--- src/rtl/instr_mem_sync.sv ---
// rtl/instr_mem_sync.sv - Synchronous instruction memory with program-load port and fetch fault reporting
//
// Ports:
//   clk_i        in   1       clock, rising-edge active
//   rst_i        in   1       asynchronous active-low reset
//   req_i        in   1       fetch request
//   pc_addr_i    in   ADDR_W  fetch byte address
//   stall_i      in   1       hold outputs, ignore req_i
//   instr_o      out  DATA_W  fetched instruction (0 on a faulted fetch)
//   valid_o      out  1       instr_o holds a fetch result
//   fault_o      out  2       bit0 misaligned, bit1 out-of-range
//   ld_en_i      in   1       program-load write enable
//   ld_addr_i    in   ADDR_W  load byte address
//   ld_data_i    in   DATA_W  load data
//   fetch_cnt_o  out  16      saturating count of good fetches
module instr_mem_sync #(
    parameter int DATA_W = 32,
    parameter int DEPTH  = 32,
    parameter int ADDR_W = 32
) (
    input  logic              clk_i,
    input  logic              rst_i,
    input  logic              req_i,
    input  logic [ADDR_W-1:0] pc_addr_i,
    input  logic              stall_i,
    output logic [DATA_W-1:0] instr_o,
    output logic              valid_o,
    output logic [1:0]        fault_o,
    input  logic              ld_en_i,
    input  logic [ADDR_W-1:0] ld_addr_i,
    input  logic [DATA_W-1:0] ld_data_i,
    output logic [15:0]       fetch_cnt_o
);

    localparam int OFF_W = $clog2(DATA_W / 8);
    localparam int IDX_W = $clog2(DEPTH);
    localparam logic [ADDR_W-1:0] OFF_MASK = ADDR_W'((DATA_W / 8) - 1);
    localparam logic [ADDR_W-1:0] DEPTH_A  = ADDR_W'(DEPTH);

    // Memory is not touched by reset, so its time-zero contents come from
    // the declaration initialiser.
    logic [DATA_W-1:0] mem [DEPTH] = '{default: '0};

    logic [ADDR_W-1:0] f_word;
    logic [ADDR_W-1:0] l_word;
    logic [IDX_W-1:0]  f_idx;
    logic [IDX_W-1:0]  l_idx;
    logic              f_mis;
    logic              f_oor;
    logic              l_ok;
    logic [DATA_W-1:0] rd_data;

    logic [DATA_W-1:0] instr_q;
    logic              valid_q;
    logic [1:0]        fault_q;
    logic [15:0]       cnt_q;

    assign f_word = pc_addr_i >> OFF_W;
    assign l_word = ld_addr_i >> OFF_W;
    assign f_idx  = f_word[IDX_W-1:0];
    assign l_idx  = l_word[IDX_W-1:0];
    assign f_mis  = (pc_addr_i & OFF_MASK) != '0;
    assign f_oor  = f_word >= DEPTH_A;
    assign l_ok   = ld_en_i && ((ld_addr_i & OFF_MASK) == '0) && (l_word < DEPTH_A);

    // Write-first: a load to the fetched word in the same cycle forwards
    // the new data rather than the stale array contents.
    assign rd_data = (l_ok && (l_idx == f_idx)) ? ld_data_i : mem[f_idx];

    // Loads share the reset-qualified block so they are naturally blocked
    // while reset is held; the reset branch leaves mem alone.
    always_ff @(posedge clk_i or negedge rst_i) begin
        if (!rst_i) begin
            instr_q <= '0;
            valid_q <= 1'b0;
            fault_q <= 2'b00;
            cnt_q   <= 16'h0000;
        end else begin
            if (l_ok) begin
                mem[l_idx] <= ld_data_i;
            end
            if (!stall_i) begin
                if (req_i) begin
                    valid_q <= 1'b1;
                    fault_q <= {f_oor, f_mis};
                    if (f_mis || f_oor) begin
                        instr_q <= '0;
                    end else begin
                        instr_q <= rd_data;
                        if (cnt_q != 16'hFFFF) begin
                            cnt_q <= cnt_q + 16'h0001;
                        end
                    end
                end else begin
                    // Idle cycle: instr_q deliberately keeps its last value.
                    valid_q <= 1'b0;
                    fault_q <= 2'b00;
                end
            end
        end
    end

    assign instr_o     = instr_q;
    assign valid_o     = valid_q;
    assign fault_o     = fault_q;
    assign fetch_cnt_o = cnt_q;

endmodule

--- config.mk ---
export PLATFORM = sky130hd
export DESIGN_NAME = instr_mem_sync
export DESIGN_NICKNAME = d
export VERILOG_FILES = /design/src/rtl/instr_mem_sync.sv
export SDC_FILE = /design/constraint.sdc
export NUM_CORES = 1
export LEC_CHECK = 0
export CAP_MARGIN = 20
export CORE_MARGIN = 5
export CORE_UTILIZATION = 55
export DETAILED_ROUTE_END_ITERATION = 12
export HOLD_SLACK_MARGIN = 0.15
export PLACE_DENSITY = 0.8
export SLEW_MARGIN = 20
export SYNTH_ARGS = -nofsm -noshare
export SYNTH_HDL_FRONTEND = slang
export SYNTH_SLANG_ARGS = --single-unit
--- constraint.sdc ---
create_clock -name clk_i -period 1.5 [get_ports clk_i]
set_input_delay 0.225 -clock clk_i [delete_from_list [all_inputs] [get_ports clk_i]]
set_output_delay 0.225 -clock clk_i [all_outputs]
set_load 0.02 [all_outputs]
Yosys cells after proc, flatten, opt, wreduce, memory -nomap -nowiden
Memory sizes are Yosys's and may differ from the RTL's. Index checks and enable logic that the tools add are counted.

RAM bits: 1024. Memories: 1. Register bits after elaboration: 51. Output and inout bits: 51.

Memory list: mem (depth 32, bits a word 32, read ports 1, clocked after Yosys merged registers in 0, wr ports 1, RTL line 42) `logic [DATA_W-1:0] mem [DEPTH] = '{default: '0};`.

Reductions and logical operators: 9. $add $sub $neg: 1. Bitwise gates (word level): 2. Muxes and demuxes: 6. Eq/ne operators: 2. Order comparisons: 2.

Operators with widths (number): 32-bit 2-to-1 mux (2); 32-bit logical NOT (1); 32-bit nonzero test (1); 30-bit by 6-bit greater-or-equal comparator with 1-bit output (second input constant) (1); 30-bit by 6-bit less-than comparator with 1-bit output (second input constant) (1); 16-bit by 1-bit adder with 16-bit output (second input constant) (1); 16-bit != test (second input constant) (1); 5-bit equality test (1); 1-bit logical AND (4); 4-bit AND reduction (1); 1-bit 2-to-1 mux (3); 2-bit 2-to-1 mux (1); 1-bit NOT (2); 2-bit AND reduction (1); 1-bit logical OR (1).

Depth between registers and ports, before layout
Gate-level depths: netlist of the first run.

Word-level depth: 6. Gate-level depth with buffers: 9.

Least setup slack after synthesis of the first run
OpenSTA, ideal clock, no wires.

Path type: in2reg. Start: input ld_addr_i[1]. End: memory mem[24][0], enable pin. Slack: -3.508 ns. Data required time: 0.999 ns. Library setup time: 0.501 ns. Stages on the path: 7. Data arrival time: 4.507 ns. Path through: nor4b_1 > and4_1 > clkbuf_1 > nand2_1 > clkbuf_1 > buf_2 > nor4_1.

Word-level cells in the longest chain between the ends: 6.

RTL lines: start, declared (RTL line 30) `input logic [ADDR_W-1:0] ld_addr_i,`; 32-bit logical NOT (RTL line 64) `assign l_ok = ld_en_i && ((ld_addr_i & OFF_MASK) == '0) && (l_word < DEPTH_A);`; 1-bit logical AND (2 in series) (RTL line 64); 1-bit 2-to-1 mux (RTL line 79) `if (l_ok) begin`; 1-bit logical AND (not written as such) (RTL line 80) `mem[l_idx] <= ld_data_i;`; 1-bit 2-to-1 mux (not written as such) (RTL line 80); end, declared (RTL line 42).

No other way between the ends.

Worst setup path in the final report of the first run
Start: input ld_addr_i[12]. End: memory mem[13][11], enable pin.

Word-level cells in the longest chain between the ends: 5.

RTL lines (RTL line): 30-bit by 6-bit less-than comparator with 1-bit output (64); 1-bit logical AND (64); 1-bit 2-to-1 mux (79); 1-bit logical AND (not written as such) (80); 1-bit 2-to-1 mux (not written as such) (80).

No other way between the ends.

==> results of run 1 <==
## logic make-up (layout without fill, tap and decap cells)
kind of cell	Yosys count	after routing	synth area share
AOI/OAI and AO/OA	246	246	0.04067
xor gates and xnor gates	20	20	0.004144
adders and majority gates	1	1	0.0002959
buffers and inverters	146	804	0.01598
DFF	1075	1075	0.7575
muxes	334	334	0.1275
and+or+nand+nor	417	417	0.05387
## layer usage
layer | vias up | part of all wire | GRT usage
met2 | 2637 | 0.48 | 0.4882
met1 | 13334 | 0.32 | 0.3934
met3 | 596 | 0.13 | 0.07565
met5 | - | 0.000079 | 0
met4 | 2 | 0.070 | 0.1118
li1 | 10404 | - | -
## report_power, final
group	leakage, nW	internal, mW	total (mW)	switching [mW]
Clock	1.59	14.3	25.8	11.5
Sequential	9.89	32.8	32.8	0.00422
Combinational	6.83	1.65	4.18	2.54
Total	18.3	48.8	62.9	14.1
## worst reg2reg max path, stage by stage, from the launching register on
cell,delay (ns)
edfxtp_1,0.43
mux2_2,0.29
o22ai_1,0.30
nor3_1,0.14
buf_4,0.17
nor4_4,0.28
o211ai_1,0.16
## flip-flops by register name, summed over array words and instances (netlist names)
signal / count
fault_o: 2
fetch_cnt_o: 16
instr_o: 32
mem: 1024
valid_o: 1
## final cells by class
cell class | instances | area [µm²] | share of cell area
Sequential cell | 1075 | 32040 | 0.5859
Clock buffer | 118 | 2675 | 0.04891
Inverter | 2 | 7.507 | 0.0001373
Multi-Input combinational cell | 1018 | 10890 | 0.1992
Clock inverter | 65 | 569.3 | 0.01041
Tap cell | 1030 | 1289 | 0.02356
Timing Repair Buffer | 619 | 7216 | 0.1319
## what timing repair did
item                       in CTS  in global routing
resized for setup             405                217
hold endpoints to repair       51                  3
setup buffers                  35                 31
gates cloned                   19                 34
pin swaps                      35                 64
hold buffers                    3                  4
setup endpoints to repair    1123               1136
## Yosys cell counts, types with 2 or more instances
master | instances | area, µm²
clkbuf_1 | 67 | 251.5
nand2b_1 | 9 | 56.30
nor2_1 | 66 | 247.7
xnor2_1 | 14 | 122.6
and4_1 | 2 | 17.52
nor4_1 | 75 | 469.2
nor2b_1 | 65 | 406.6
a22oi_1 | 34 | 255.2
mux2i_1 | 30 | 300.3
mux2_2 | 89 | 1002
or3_1 | 5 | 31.28
nand3_1 | 9 | 45.04
dfrtp_1 | 51 | 1276
and3_1 | 5 | 31.28
nand4_1 | 37 | 231.5
o311ai_1 | 9 | 78.83
mux4_2 | 148 | 3333
mux2_1 | 67 | 754.5
buf_1 | 10 | 37.54
and2_1 | 3 | 18.77
o21ai_1 | 17 | 85.08
edfxtp_1 | 1024 | 30750
o211ai_1 | 10 | 75.07
buf_2 | 53 | 265.3
a21oi_1 | 3 | 15.01
nand3b_1 | 2 | 15.01
or2_1 | 3 | 18.77
nand2_1 | 60 | 225.2
a32oi_1 | 25 | 219.0
a211oi_1 | 61 | 457.9
o22ai_1 | 78 | 488.0
nor3_1 | 63 | 315.3
xor2_1 | 6 | 52.55
buf_6 | 3 | 33.78
o21ai_0 | 9 | 45.04
nor3_2 | 2 | 20.02
buf_4 | 10 | 75.07
## how the worst max path moves through the flow
stage                                    to  slack, ns
floorplan              mem[16][0]$_DFFE_PP_      -1.22
global placement      mem[31][15]$_DFFE_PP_      -1.24
detailed placement    mem[15][19]$_DFFE_PP_      -1.27
CTS                 instr_o[18]$_DFFE_PN0P_      -0.29
global route           mem[13][9]$_DFFE_PP_      -0.42
finish                mem[13][11]$_DFFE_PP_      -0.43
==> summary.txt, run 1 <==
Outcome
  • Status: finished with violations
  • Failing checks: setup timing

Critical path
  • Critical Path Source: ld_addr_i[12]
  • CP max stage delay: 0.38 ns
  • Crit path kind: in -> reg
  • Levels on crit path: 11
  • Required time of the worst setup path: 1.89 ns
  • R2r startpoint: mem[1][31]$_DFFE_PP_
  • Most used cell, CP: buf_12
  • Crit Path Max Fanout: 6
  • Worst path buffer plus inverter count: 6
  • Worst Path Arrival: 2.33 ns
  • R2R depth: 6
  • Worst path top cell family by delay: simple AND/OR/NAND/NOR gates
  • Worst r2r dst: instr_o[31]$_DFFE_PN0P_
  • Slowest library cell on the worst path: or3_4
  • Worst-path cell chain: dlygate4sd2_1 > nor4_1 > and3_4 > nand2_8 > buf_12 > buf_8 > or3_4 > buf_12 > nor2_4 > buf_12 > clkbuf_16
  • Startpoint types: input port
  • Crit. End Element: flop
  • Reg2Reg Setup Slack: -0.39 ns

STA
  • Fin. Hold Viols: 0
  • Setup Skew: 0.03205 ns
  • Max Freq: 517.0 MHz
  • RSZ-0062 raised after global routing: yes
  • Minimum clock period: about 1.9 ns
  • Hold slack final: 0.1088 ns
  • Fin crit share: 1.289
  • Max Slew Vio Count: 0
  • Final setup margin: -0.4341 ns
  • Max-slew headroom: 0.3688
  • Worst-Margin Slew: 0.9437 ns
  • Setup TNS Final: -282.86 ns
  • Final setup viols: 1123

Routing
  • Post-route ant nets: 0
  • Iter 0 DRT Violations: 4284
  • Vias: 26973
  • Detailed Route WL: 138.7 mm
  • Vias per inst: between 6 and 7
  • Drt wl/cell: ~35 µm
  • Number of remaining DRC errors: 0
  • Pre-Repair DR Iteration Count: 6

Layout
  • Share of cells above drive strength 1: 0.3814
  • Utilization after layout: 0.7189
  • Most common cell after layout, fill and taps aside: edfxtp_1
  • Final Instance Area: about 0.055 mm²
  • P&R area growth vs syn: 29.37%
  • Most frequent cells in the layout: 1024 x edfxtp_1, 256 x buf_4, 148 x mux4_2
  • N_diodes: 0
  • Final instance count without filler cells: 3927
  • Nets: 2920
  • Fillers: around 4100

Placed design
  • Final Wtd Congestion: 0.9132
  • Dpl cells: 3636
  • Area after DPL: 0.04850 mm²
  • Port bufs: about 150
  • Post-DP HPWL: 73.37 mm
  • Pre-CTS WS: -1.266 ns

Power and ir drop
  • Power Density: 1149 mW/mm²
  • Power Total: 62.86 mW
  • Worst VDD drop: approximately 1.0 mV
  • Leakage power: roughly 18 nW

Clocking
  • Clock latency at the later pin of the worst-skew pair: 0.69 ns
  • CTS tree: built
  • H-tree depth: 3
  • Clock root cell: clkbuf_16
  • Clock sink count: 1075
  • Clock Pin Slew Worst Setup and Hold Paths: 0.07 ns
  • Num CTS Buffers: roughly 100
  • Clock Path Buffers: 3

Synth
  • Seq cells post-synth: 1075
  • Syn nets: about 2300
  • Distinct cells, synth: 52
  • Async SR Flop Fraction: 0.04744
  • Yosys warning count: 0
  • Number of synthesized flops with an enable pin: just over 1000
  • Seq/Total Area, Yosys: 0.7575
  • Syn_area_per_cell: 18.88 µm²
  • Syn Inst Count: around 2200
  • Synth Cell Area: 0.04228 mm²
  • Synth Flop Type: edfxtp_1

GRT
  • First-pass GRT wire length: around 180 mm
  • Initial antenna violation count: 4
  • Total GRT Usage: 0.2986
  • Grt ovf: 0
  • Largest net degree at the start of global routing: 41
  • Number of global-route vias before repair: around 26000

Die
  • Row cnt: between 100 and 150
  • Core area: 0.07608 mm²
  • Die span in x: 287.2 µm
  • Initial Util: 0.5557
  • Die height: 287.2 µm
  • Number of I/O pins: 152
  • Die Area: 0.08251 mm²

Worst hold path
  • Hold path cells: 4
  • Hold WC Path Type: in -> reg
  • Worst hold endpoint: fault_o[1]$_DFFE_PN0N_
  • Worst Hold Launch: req_i

Flow run
  • Max Cap Viol: 0
Note: power is estimated with default switching activity, not from simulation.
==> run 2: changes to the inputs <==
--- a/config.mk
+++ b/config.mk
@@ -5,6 +5,7 @@
 export SDC_FILE = /design/constraint.sdc
 export NUM_CORES = 1
 export LEC_CHECK = 0
+export ABC_AREA = 0
 export CAP_MARGIN = 20
 export CORE_MARGIN = 5
 export CORE_UTILIZATION = 55
==> results of run 2 <==
The final DEF is identical to that of run 1; final timing and power are the same.
